<file path="src/rtl/adaptive_signal_ctrl_if.sv">
// rtl/adaptive_signal_ctrl_if.sv - signal bundle between the detector/time-base side and the signal controller
//
// Purpose: groups the tick/detector inputs and the light/status outputs of
// adaptive_signal_ctrl. The master modport drives tick and detect and observes
// the status; the slave modport is the controller.
//   tick      : one-cycle time-base enable
//   detect    : raw asynchronous detector level per approach
//   lights    : {red, yellow, green} per approach, approach i at [3i+2:3i]
//   state     : 0=ALL_RED, 1=GREEN, 2=YELLOW
//   phase     : approach owning green/yellow
//   time_left : ticks remaining in the current state
//   waiting   : queue count per approach, approach i at [CNT_W*i +: CNT_W]
interface adaptive_signal_ctrl_if #(
  parameter int N_APPR = 4,
  parameter int CNT_W  = 8,
  parameter int TIME_W = 6
);
  localparam int PH_W = (N_APPR > 1) ? $clog2(N_APPR) : 1;

  logic                      tick;
  logic [N_APPR-1:0]         detect;
  logic [3*N_APPR-1:0]       lights;
  logic [1:0]                state;
  logic [PH_W-1:0]           phase;
  logic [TIME_W-1:0]         time_left;
  logic [N_APPR*CNT_W-1:0]   waiting;

  modport master (
    output tick, detect,
    input  lights, state, phase, time_left, waiting
  );

  modport slave (
    input  tick, detect,
    output lights, state, phase, time_left, waiting
  );
endinterface

</file>
<file path="src/rtl/adaptive_signal_ctrl.sv">
// rtl/adaptive_signal_ctrl.sv - N-approach adaptive traffic-signal controller with per-approach queue counters
//
// Purpose: counts vehicles per approach from detector rising edges, serves
// approaches round-robin skipping empty queues, and sizes each green from the
// queue it serves (T_MIN + T_STEP*cars, capped at T_MAX). Rests in green when
// nobody else is waiting. Single clock, timing advanced by the tick enable.
// Ports:
//   clk   : system clock
//   rst_n : asynchronous active-low reset
//   bus   : adaptive_signal_ctrl_if.slave (tick, detect in; lights, state,
//           phase, time_left, waiting out; all outputs registered)
module adaptive_signal_ctrl #(
  parameter int N_APPR = 4,
  parameter int CNT_W  = 8,
  parameter int TIME_W = 6,
  parameter int T_MIN  = 10,
  parameter int T_STEP = 2,
  parameter int T_MAX  = 40,
  parameter int T_YEL  = 4,
  parameter int T_RED  = 2
) (
  input logic                    clk,
  input logic                    rst_n,
  adaptive_signal_ctrl_if.slave  bus
);
  localparam int PH_W  = (N_APPR > 1) ? $clog2(N_APPR) : 1;
  localparam int SUM_W = TIME_W + CNT_W + 1;

  typedef enum logic [1:0] {
    ALL_RED = 2'd0,
    GREEN   = 2'd1,
    YELLOW  = 2'd2
  } state_t;

  logic [N_APPR-1:0]   sync1_q, sync2_q, prev_q, arrival, serve;
  logic [CNT_W-1:0]    cnt_q [N_APPR];
  state_t              state_q, state_d;
  logic [PH_W-1:0]     phase_q, phase_d, sel;
  logic [TIME_W-1:0]   tl_q, tl_d, g_time;
  logic [3*N_APPR-1:0] lights_q, lights_d;
  logic [SUM_W-1:0]    g_sum;
  logic                found, others_empty;
  int                  idx;

  // Detector path: 2-FF synchroniser, then edge detect against the previous level.
  always_ff @(posedge clk or negedge rst_n) begin
    if (!rst_n) begin
      sync1_q <= '0;
      sync2_q <= '0;
      prev_q  <= '0;
    end else begin
      sync1_q <= bus.detect;
      sync2_q <= sync1_q;
      prev_q  <= sync2_q;
    end
  end

  assign arrival = sync2_q & ~prev_q;

  always_comb begin
    serve = '0;
    for (int i = 0; i < N_APPR; i++)
      serve[i] = (state_q == GREEN) && (phase_q == PH_W'(i)) && bus.tick && (cnt_q[i] != '0);
  end

  // Arrival and serve in the same cycle cancel; increment saturates.
  always_ff @(posedge clk or negedge rst_n) begin
    if (!rst_n) begin
      for (int i = 0; i < N_APPR; i++) cnt_q[i] <= '0;
    end else begin
      for (int i = 0; i < N_APPR; i++) begin
        if (arrival[i] && !serve[i]) begin
          if (cnt_q[i] != '1) cnt_q[i] <= cnt_q[i] + 1'b1;
        end else if (serve[i] && !arrival[i]) begin
          cnt_q[i] <= cnt_q[i] - 1'b1;
        end
      end
    end
  end

  // Next approach: first non-empty queue after the current phase (wrapping back
  // to the current one last); with every queue empty, plain round-robin.
  always_comb begin
    sel          = '0;
    found        = 1'b0;
    idx          = 0;
    others_empty = 1'b1;
    for (int k = 1; k <= N_APPR; k++) begin
      idx = int'(phase_q) + k;
      if (idx >= N_APPR) idx = idx - N_APPR;
      if (k == 1) sel = PH_W'(idx);
      if (!found && cnt_q[idx] != '0) begin
        sel   = PH_W'(idx);
        found = 1'b1;
      end
    end
    for (int j = 0; j < N_APPR; j++)
      if (phase_q != PH_W'(j) && cnt_q[j] != '0) others_empty = 1'b0;
    // Widened so a long queue cannot wrap before the cap is applied.
    g_sum  = SUM_W'(T_MIN) + SUM_W'(T_STEP) * SUM_W'(cnt_q[sel]);
    g_time = (g_sum > SUM_W'(T_MAX)) ? TIME_W'(T_MAX) : g_sum[TIME_W-1:0];
  end

  always_ff @(posedge clk or negedge rst_n) begin
    if (!rst_n) begin
      state_q  <= ALL_RED;
      phase_q  <= '0;
      tl_q     <= TIME_W'(T_RED);
      lights_q <= {N_APPR{3'b100}};
    end else begin
      state_q  <= state_d;
      phase_q  <= phase_d;
      tl_q     <= tl_d;
      lights_q <= lights_d;
    end
  end

  always_comb begin
    state_d = state_q;
    phase_d = phase_q;
    tl_d    = tl_q;
    if (bus.tick) begin
      case (state_q)
        ALL_RED: begin
          if (tl_q > TIME_W'(1)) tl_d = tl_q - 1'b1;
          else begin
            state_d = GREEN;
            phase_d = sel;
            tl_d    = g_time;
          end
        end
        GREEN: begin
          if (tl_q > TIME_W'(1)) tl_d = tl_q - 1'b1;
          else if (others_empty) tl_d = TIME_W'(T_MIN);
          else begin
            state_d = YELLOW;
            tl_d    = TIME_W'(T_YEL);
          end
        end
        YELLOW: begin
          if (tl_q > TIME_W'(1)) tl_d = tl_q - 1'b1;
          else begin
            state_d = ALL_RED;
            tl_d    = TIME_W'(T_RED);
          end
        end
        default: begin
          state_d = ALL_RED;
          tl_d    = TIME_W'(T_RED);
        end
      endcase
    end
    // Lights follow the next state so they switch on the same edge as state.
    lights_d = {N_APPR{3'b100}};
    for (int i = 0; i < N_APPR; i++) begin
      if (phase_d == PH_W'(i) && state_d == GREEN)  lights_d[3*i +: 3] = 3'b001;
      if (phase_d == PH_W'(i) && state_d == YELLOW) lights_d[3*i +: 3] = 3'b010;
    end
  end

  assign bus.state     = state_q;
  assign bus.phase     = phase_q;
  assign bus.time_left = tl_q;
  assign bus.lights    = lights_q;

  always_comb begin
    bus.waiting = '0;
    for (int i = 0; i < N_APPR; i++) bus.waiting[CNT_W*i +: CNT_W] = cnt_q[i];
  end
endmodule

</file>
<file path="src/flat_wrapper.sv">
// flat-port wrapper written by rule: the top's interface ports become plain ports
module adaptive_signal_ctrl_flat 
#(
  parameter int N_APPR = 4,
  parameter int CNT_W  = 8,
  parameter int TIME_W = 6,
  parameter int T_MIN  = 10,
  parameter int T_STEP = 2,
  parameter int T_MAX  = 40,
  parameter int T_YEL  = 4,
  parameter int T_RED  = 2
)
  (clk, rst_n, bus_tick, bus_detect, bus_lights, bus_state, bus_phase, bus_time_left, bus_waiting);
  adaptive_signal_ctrl_if #(.N_APPR(N_APPR), .CNT_W(CNT_W), .TIME_W(TIME_W)) bus_i ();
  input logic clk;
  input logic rst_n;
  input wire logic [$bits(bus_i.tick)-1:0] bus_tick;
  input wire logic [$bits(bus_i.detect)-1:0] bus_detect;
  output wire logic [$bits(bus_i.lights)-1:0] bus_lights;
  output wire logic [$bits(bus_i.state)-1:0] bus_state;
  output wire logic [$bits(bus_i.phase)-1:0] bus_phase;
  output wire logic [$bits(bus_i.time_left)-1:0] bus_time_left;
  output wire logic [$bits(bus_i.waiting)-1:0] bus_waiting;
  assign bus_i.tick = bus_tick;
  assign bus_i.detect = bus_detect;
  assign bus_lights = bus_i.lights;
  assign bus_state = bus_i.state;
  assign bus_phase = bus_i.phase;
  assign bus_time_left = bus_i.time_left;
  assign bus_waiting = bus_i.waiting;
  adaptive_signal_ctrl #(.N_APPR(N_APPR), .CNT_W(CNT_W), .TIME_W(TIME_W), .T_MIN(T_MIN), .T_STEP(T_STEP), .T_MAX(T_MAX), .T_YEL(T_YEL), .T_RED(T_RED)) u_core (.clk(clk), .rst_n(rst_n), .bus(bus_i));
endmodule
</file>
<file path="config.mk">
export PLATFORM = sky130hd
export DESIGN_NAME = adaptive_signal_ctrl_flat
export DESIGN_NICKNAME = d
export VERILOG_FILES = /design/src/rtl/adaptive_signal_ctrl_if.sv /design/src/rtl/adaptive_signal_ctrl.sv /design/src/flat_wrapper.sv
export SDC_FILE = /design/constraint.sdc
export NUM_CORES = 1
export LEC_CHECK = 0
export CAP_MARGIN = 20
export CORE_MARGIN = 5
export CORE_UTILIZATION = 55
export CTS_CLUSTER_DIAMETER = 120
export DETAILED_ROUTE_END_ITERATION = 7
export HOLD_SLACK_MARGIN = 0.15
export PLACE_DENSITY = 0.83
export SETUP_SLACK_MARGIN = 0.1
export SLEW_MARGIN = 20
export SYNTH_ARGS = -nofsm -noshare
export SYNTH_HDL_FRONTEND = slang
export SYNTH_SLANG_ARGS = --single-unit
export TNS_END_PERCENT = 5
</file>
<file path="constraint.sdc">
create_clock -name clk -period 5.6 [get_ports clk]
set_input_delay 0.56 -clock clk [delete_from_list [all_inputs] [get_ports clk]]
set_output_delay 0.56 -clock clk [all_outputs]
set_load 0.02 [all_outputs]
</file>
Yosys cells after proc, flatten, opt, wreduce, memory -nomap -nowiden
Cells that the tools add are included.
{"block": "word_totals", "reg_bits": 66, "in_bits": 7, "output_inout_bits": 54, "word_cells": 198}
{"block": "op_classes", "addsub": 18, "order_cmp": 11, "eq_ne": 21, "n_mux": 64, "bitwise_logic": 7, "reduce_logical": 66}
{"op": "8-bit 2-to-1 mux", "n": 22}
{"op": "32-bit by 3-bit greater-or-equal comparator with 1-bit output, second input constant", "n": 4}
{"op": "32-bit by 4-bit greater-or-equal comparator with 1-bit output, second input constant", "n": 4}
{"op": "32-bit 2-to-1 mux", "n": 4}
{"op": "32-bit inverter", "n": 4}
{"op": "32-bit by 4-bit subtractor with 32-bit output, second input constant", "n": 4}
{"op": "8-bit binary-select mux with 2-bit select", "n": 5}
{"op": "8-bit nonzero test", "n": 8}
{"op": "1-bit logical AND", "n": 35}
{"op": "8-bit by 1-bit adder with 8-bit output, second input constant", "n": 4}
{"op": "8-bit != test, second input constant", "n": 4}
{"op": "8-bit by 1-bit subtractor with 8-bit output, second input constant", "n": 4}
{"op": "3-bit 2-to-1 mux", "n": 8}
{"op": "6-bit 2-to-1 mux", "n": 4}
{"op": "2-bit 2-to-1 mux", "n": 11}
{"op": "6-bit case mux with 3 select lines", "n": 1}
{"op": "15-bit by 6-bit > comparator with 1-bit output, second input constant", "n": 1}
{"op": "2-bit == test, second input constant", "n": 6}
{"op": "2-bit != test, second input constant", "n": 6}
{"op": "1-bit zero test", "n": 11}
{"op": "4-bit by 9-bit adder with 10-bit output, first input constant", "n": 1}
{"op": "2-bit nonzero test", "n": 5}
{"op": "2-bit by 1-bit == test with 1-bit output, second input constant", "n": 4}
{"op": "2-bit AND reduction", "n": 4}
{"op": "other kinds (14)", "n": 23}

Longest topological paths before layout
{"block": "logic_depth", "depth_word": 27, "depth_mapped": 16, "depth_no_buf": 14}

Worst setup path before layout
Ideal clock, no wire load.
{"block": "synth_path", "kind": "register to register", "startpoint": "register u_core.phase_q[0] (netlist: u_core.bus.phase[0])", "endpoint": "register u_core.tl_q[5] (netlist: u_core.bus.time_left[5])", "setup_ns": 0.123, "arrival_ns": 3.945, "required_ns": 5.477, "slack_ns": 1.532, "path_stages_with_launch": 16, "path_buffers": 2, "synth_period_minus_slack_ns": 4.068, "path_cell_list": "dfrtp_1 > buf_2 > inv_1 > ha_1 > clkbuf_1 > nor2_1 > a21boi_0 > o31ai_1 > a41oi_1 > a31oi_2 > mux4_2 > ha_1 > a21boi_1 > a211o_1 > a221o_1 > o221a_1"}
{"block": "synth_via", "elab_chain_cells": 27, "elab_cells_between_ends": 57, "cone_classes": "add/sub: 9; order compare: 5; mux: 28; bitwise: 5; reduce/logical: 10"}
{"item": "start: declaration", "line_no": "adaptive_signal_ctrl.sv:38", "source": "logic [PH_W-1:0] phase_q, phase_d, sel;"}
{"item": "start signal: assignment", "line_no": "adaptive_signal_ctrl.sv:112", "source": "phase_q <= phase_d;"}
{"item": "2-bit by 1-bit adder with 3-bit output", "line_no": "adaptive_signal_ctrl.sv:89", "source": "idx = int'(phase_q) + k;"}
{"item": "32-bit by 4-bit subtractor with 32-bit output or 32-bit by 4-bit greater-or-equal comparator with 1-bit output (tied branches)", "line_no": "adaptive_signal_ctrl.sv:90", "source": "if (idx >= N_APPR) idx = idx - N_APPR;"}
{"item": "32-bit 2-to-1 mux", "line_no": "adaptive_signal_ctrl.sv:90"}
{"item": "32-bit inverter (not written as such)", "line_no": "adaptive_signal_ctrl.sv:92", "source": "if (!found && cnt_q[idx] != '0) begin"}
{"item": "8-bit binary-select mux with 2-bit select", "line_no": "adaptive_signal_ctrl.sv:92"}
{"item": "8-bit 2-to-1 mux (not written as such) (2 in series)", "line_no": "adaptive_signal_ctrl.sv:92"}
{"item": "8-bit nonzero test", "line_no": "adaptive_signal_ctrl.sv:92"}
{"item": "1-bit 2-to-1 mux", "line_no": "adaptive_signal_ctrl.sv:92"}
{"item": "[... 9 more ...]"}
{"item": "2-bit inverter with 3-bit output (not written as such) *", "line_no": "adaptive_signal_ctrl.sv:100", "source": "g_sum = SUM_W'(T_MIN) + SUM_W'(T_STEP) * SUM_W'(cnt_q[sel]);"}
{"item": "8-bit binary-select mux with 2-bit select *", "line_no": "adaptive_signal_ctrl.sv:100"}
{"item": "8-bit 2-to-1 mux (not written as such) * (2 in series)", "line_no": "adaptive_signal_ctrl.sv:100"}
{"item": "4-bit by 9-bit adder with 10-bit output *", "line_no": "adaptive_signal_ctrl.sv:100"}
{"item": "15-bit by 6-bit > comparator with 1-bit output", "line_no": "adaptive_signal_ctrl.sv:101", "source": "g_time = (g_sum > SUM_W'(T_MAX)) ? TIME_W'(T_MAX) : g_sum[TIME_W-1:0];"}
{"item": "6-bit 2-to-1 mux *", "line_no": "adaptive_signal_ctrl.sv:101"}
{"item": "6-bit 2-to-1 mux *", "line_no": "adaptive_signal_ctrl.sv:125", "source": "if (tl_q > TIME_W'(1)) tl_d = tl_q - 1'b1;"}
{"item": "6-bit case mux with 3 select lines *", "line_no": "adaptive_signal_ctrl.sv:123", "source": "case (state_q)"}
{"item": "end signal: assignment", "line_no": "adaptive_signal_ctrl.sv:108", "source": "tl_q <= TIME_W'(T_RED);"}
{"item": "end signal: assignment", "line_no": "adaptive_signal_ctrl.sv:113", "source": "tl_q <= tl_d;"}
{"item": "end: declaration", "line_no": "adaptive_signal_ctrl.sv:39", "source": "logic [TIME_W-1:0] tl_q, tl_d, g_time;"}
Mark *: on every way between the ends. The rest lies on a longest branch, timed or not. The select of a mux whose other input is x is not followed.
A chain may end at the register's enable or synchronous reset.

Worst setup path after layout
Ends and elaborated chain as after synthesis.

==> out/summary.md <==
* **# port buffers** 60
* **Clock Tree Root** sky130_fd_sc_hd__clkbuf_8
* **average instance area after synthesis** 9.71 um^2
* **starting utilization of the core area** 55.7%
* **min cycle time layout** 4.80 ns
* **Yosys reg bits** 66
* **TritonCTS Sinks** 66
* **post-synthesis to final-layout area growth** 20.8%
* **worst min path class** reg -> reg
* **most common library cell in the layout ignoring fill and taps** sky130_fd_sc_hd__dfrtp_1
* **TritonCTS clock tree** done
* **count of hold buffers inserted by post-cts repair** 0
* **remaining number of nets flagged by the antenna check after routing** 0
* **PostCTS Resize Cnt** 0
* **largest net degree at the start of global routing** 67
* **global router's overall resource usage** 20.9%
* **startpoint class of the critical path** flop
* **Post-synth EDFFs** 0
* **unrepaired setup endpoints after global routing** no
* **worst reg2reg path depth** 13
* **chip height** 98.0 um
* **buffers from clock root to sink, at most** 2
* **Hold EP** u_core.sync2_q[0]$_DFF_PN0_
* **Synth Net Count** 481
* **Total Wirelength** 9520 um
* **maximum clock frequency** 208 MHz
* **primary flip-flop cell chosen by synthesis mapping** sky130_fd_sc_hd__dfrtp_1
* **area enclosed by the die boundary** 9610 um^2
* **width of the chip** 98.0 um
* **run status** complete, no violations
* **Clock H-tree levels** 3
* **area leader, netlist** sky130_fd_sc_hd__dfrtp_1
* **fin crit share** 85.8%
* **routed wire length per instance** 15.7 um
* **number of instances in the synthesized netlist** 439
* **post-route insts no fill** 606
* **YS warnings** 0
* **critical path endpoint category** flop
* **Setup TNS Final** 0 ns
* **final standard cell utilization of the core** 67.3%
* **Leakage Power** 2.13 nW
* **Reg2Reg Capture Point** u_core.bus.time_left[5]$_DFFE_PN0P_
* **critical hold path startpoint** u_core.sync1_q[0]$_DFF_PN0_
* **via count of the first global-routing pass** 3518
* **number of hold violations in the final report** 0
* **Yosys top cell area share** 35.8%
* **worst setup path category** reg -> reg
* **power per cell area** 696 nW/um^2
* **number of antenna violations at the first check in global routing** 0
* **highest fanout seen on the critical path** 13
* **slew at the pin closest to its max-slew limit** 0.987 ns
* **reg-to-reg startpoint** u_core.bus.phase[0]$_DFF_PN0_
* **number of clock buffers inserted by TritonCTS** 9
* **Worst EP required** 5.83 ns
* **via/cell ratio** 5.77
* **placeable core region** 7650 um^2
* **number of remaining DRC errors** 0
* **post-synthesis instance area** 4260 um^2
* **total I/O pin count** 61
* **slew margin rel.** 32.3%
* **top post-synthesis cells by area** sky130_fd_sc_hd__dfrtp_1, sky130_fd_sc_hd__ha_1, sky130_fd_sc_hd__xnor2_1, sky130_fd_sc_hd__a21oi_1, sky130_fd_sc_hd__nor2_1
* **setup slack of the most critical reg-to-reg path** 0.80 ns
* **layout cell share with drive strength beyond 1** 9.52%
* **global placement routability congestion** 1.04
* **share of the yosys chip area belonging to registers** 38.9%
* **global-route wire length before repair** 16500 um
* **worst vdd rail ir drop** 384 uV
* **arrival time of the worst setup path** 5.03 ns
* **iteration-0 DRC count of the detailed router** 305
* **total chip power** 3.58 mW
* **count of maximum capacitance violations** 0
* **placed insts** 590
* **most frequent cells in the layout** sky130_fd_sc_hd__dfrtp_1, sky130_fd_sc_hd__clkdlybuf4s50_1, sky130_fd_sc_hd__nor2_1, sky130_fd_sc_hd__a21oi_1, sky130_fd_sc_hd__nand2_1
* **estimated wirelength of the detail-placed design** 6950 um
* **Setup Fix Bufs, Post-CTS** 0
* **Clock Skew** 0.00652 ns
* **clock-pin slew on the worst setup and hold paths** 0.07 ns
* **share of flip-flops with an asynchronous set or reset after synthesis** 100%
* **count of TritonRoute iterations in the first routing pass** 5
* **Site Rows** 32
* **final layout net count** 541
* **clock latency of the later-clocked register in the worst-skew pair** 0.34 ns
* **vias after detailed routing** 3494
* **grt ovf** 0
* **Pins Over Slew Limit** 0
* **# diodes** 0
* **final setup violation count** 0
* **unique cell type count in the Yosys netlist** 57
* **depth of the worst hold-timing path** 0
## cells by family after synthesis
family | count (synthesis) | synth area share (%)
xor+xnor | 36 | 7.40
simple gates | 138 | 16.6
flops | 66 | 38.9
compound gates | 116 | 17.3
buf+inv | 32 | 3.11
fa+ha+maj | 35 | 11.0
mux | 16 | 5.75
## how the worst max path moves through the flow
stage / startpoint / endpoint / slack [ns] / cells past startpoint
2_1_floorplan: u_core.bus.phase[0]$_DFF_PN0_ / u_core.bus.time_left[5]$_DFFE_PN0P_ / 1.53 / 15
3_3_place_gp: u_core.bus.phase[0]$_DFF_PN0_ / u_core.bus.time_left[5]$_DFFE_PN0P_ / 1.21 / 13
3_5_place_dp: u_core.bus.phase[0]$_DFF_PN0_ / u_core.bus.time_left[5]$_DFFE_PN0P_ / 0.99 / 13
4_1_cts: u_core.bus.phase[0]$_DFF_PN0_ / u_core.bus.time_left[5]$_DFFE_PN0P_ / 0.88 / 13
5_1_grt: u_core.bus.phase[0]$_DFF_PN0_ / u_core.bus.time_left[5]$_DFFE_PN0P_ / 0.56 / 13
6_report: u_core.bus.phase[0]$_DFF_PN0_ / u_core.bus.time_left[5]$_DFFE_PN0P_ / 0.80 / 13
## area by class of cell
class	instances	area, um^2
Tap cell	102	128
Timing Repair Buffer	63	618
Clock buffer	11	151
Inverter	18	67.6
Multi-Input combinational cell	341	2470
Clock inverter	5	52.6
Sequential cell	66	1660
Fill cell	605	2500
## per-layer routing
layer  vias up  part of all wire [%]  global-route usage (%)
met1      1641                    45                    27.4
met5         -                     0                       0
met4         0                   3.0                    8.31
met3        28                   5.5                    4.86
li1       1698                     -                       -
met2       127                    47                    33.7
## report_power, final
part | switching [mW] | total (mW) | internal (mW)
clock network | 0.179 | 0.406 | 0.227
registers | 0.322 | 0.983 | 0.662
logic | 1.13 | 2.19 | 1.06
total | 1.63 | 3.58 | 1.95
## sequential cells by signal, summed over array words and instances (netlist names)
name,cells
u_core.bus.phase,2
u_core.sync1_q,4
u_core.bus.waiting,32
u_core.sync2_q,4
u_core.bus.time_left,6
u_core.bus.lights,12
u_core.bus.state,2
u_core.prev_q,4
## cell usage after synthesis (all sizes together) (2+ instances only)
library cell / number
mux4: 6
nand4: 10
clkbuf: 11
nand3: 3
o21ai: 17
o21bai: 13
xnor2: 28
a21o: 7
and2: 3
o211ai: 3
o31ai: 2
mux2: 8
and3: 2
dfstp: 5
a22oi: 2
ha: 31
nand2: 32
or3: 4
a21oi: 47
nor2: 48
a21boi: 2
nand2b: 6
xor2: 8
nor3: 10
or4: 2
nor2b: 7
nor4: 6
a211o: 2
dfrtp: 61
inv: 18
o22ai: 5
fa: 4
buf: 3
o21a: 2
a211oi: 4
mux2i: 2
and4: 2
## worst max-delay path, stage by stage, from the launching register on
cell	delay (ns)
sky130_fd_sc_hd__dfrtp_1	0.59
sky130_fd_sc_hd__inv_1	0.22
sky130_fd_sc_hd__ha_1	0.53
sky130_fd_sc_hd__nor2_1	0.13
sky130_fd_sc_hd__a21boi_0	0.17
sky130_fd_sc_hd__o31ai_1	0.35
sky130_fd_sc_hd__a41oi_1	0.19
sky130_fd_sc_hd__a31oi_2	0.57
sky130_fd_sc_hd__mux4_2	0.63
sky130_fd_sc_hd__ha_1	0.24
sky130_fd_sc_hd__a21boi_1	0.16
sky130_fd_sc_hd__a211o_1	0.30
sky130_fd_sc_hd__a221o_1	0.38
sky130_fd_sc_hd__o221a_1	0.22
## metrics by stage
step	setup WS, ns	instance area [um^2]	hold slack [ns]
floorplan	1.53	4260	0.264
global placement	1.21	4940	0.333
detailed placement	0.987	4940	0.337
CTS	0.879	5150	0.353
global route	0.559	5150	0.358
finish	0.795	5150	0.352
Power figures use the tool's default switching activity.
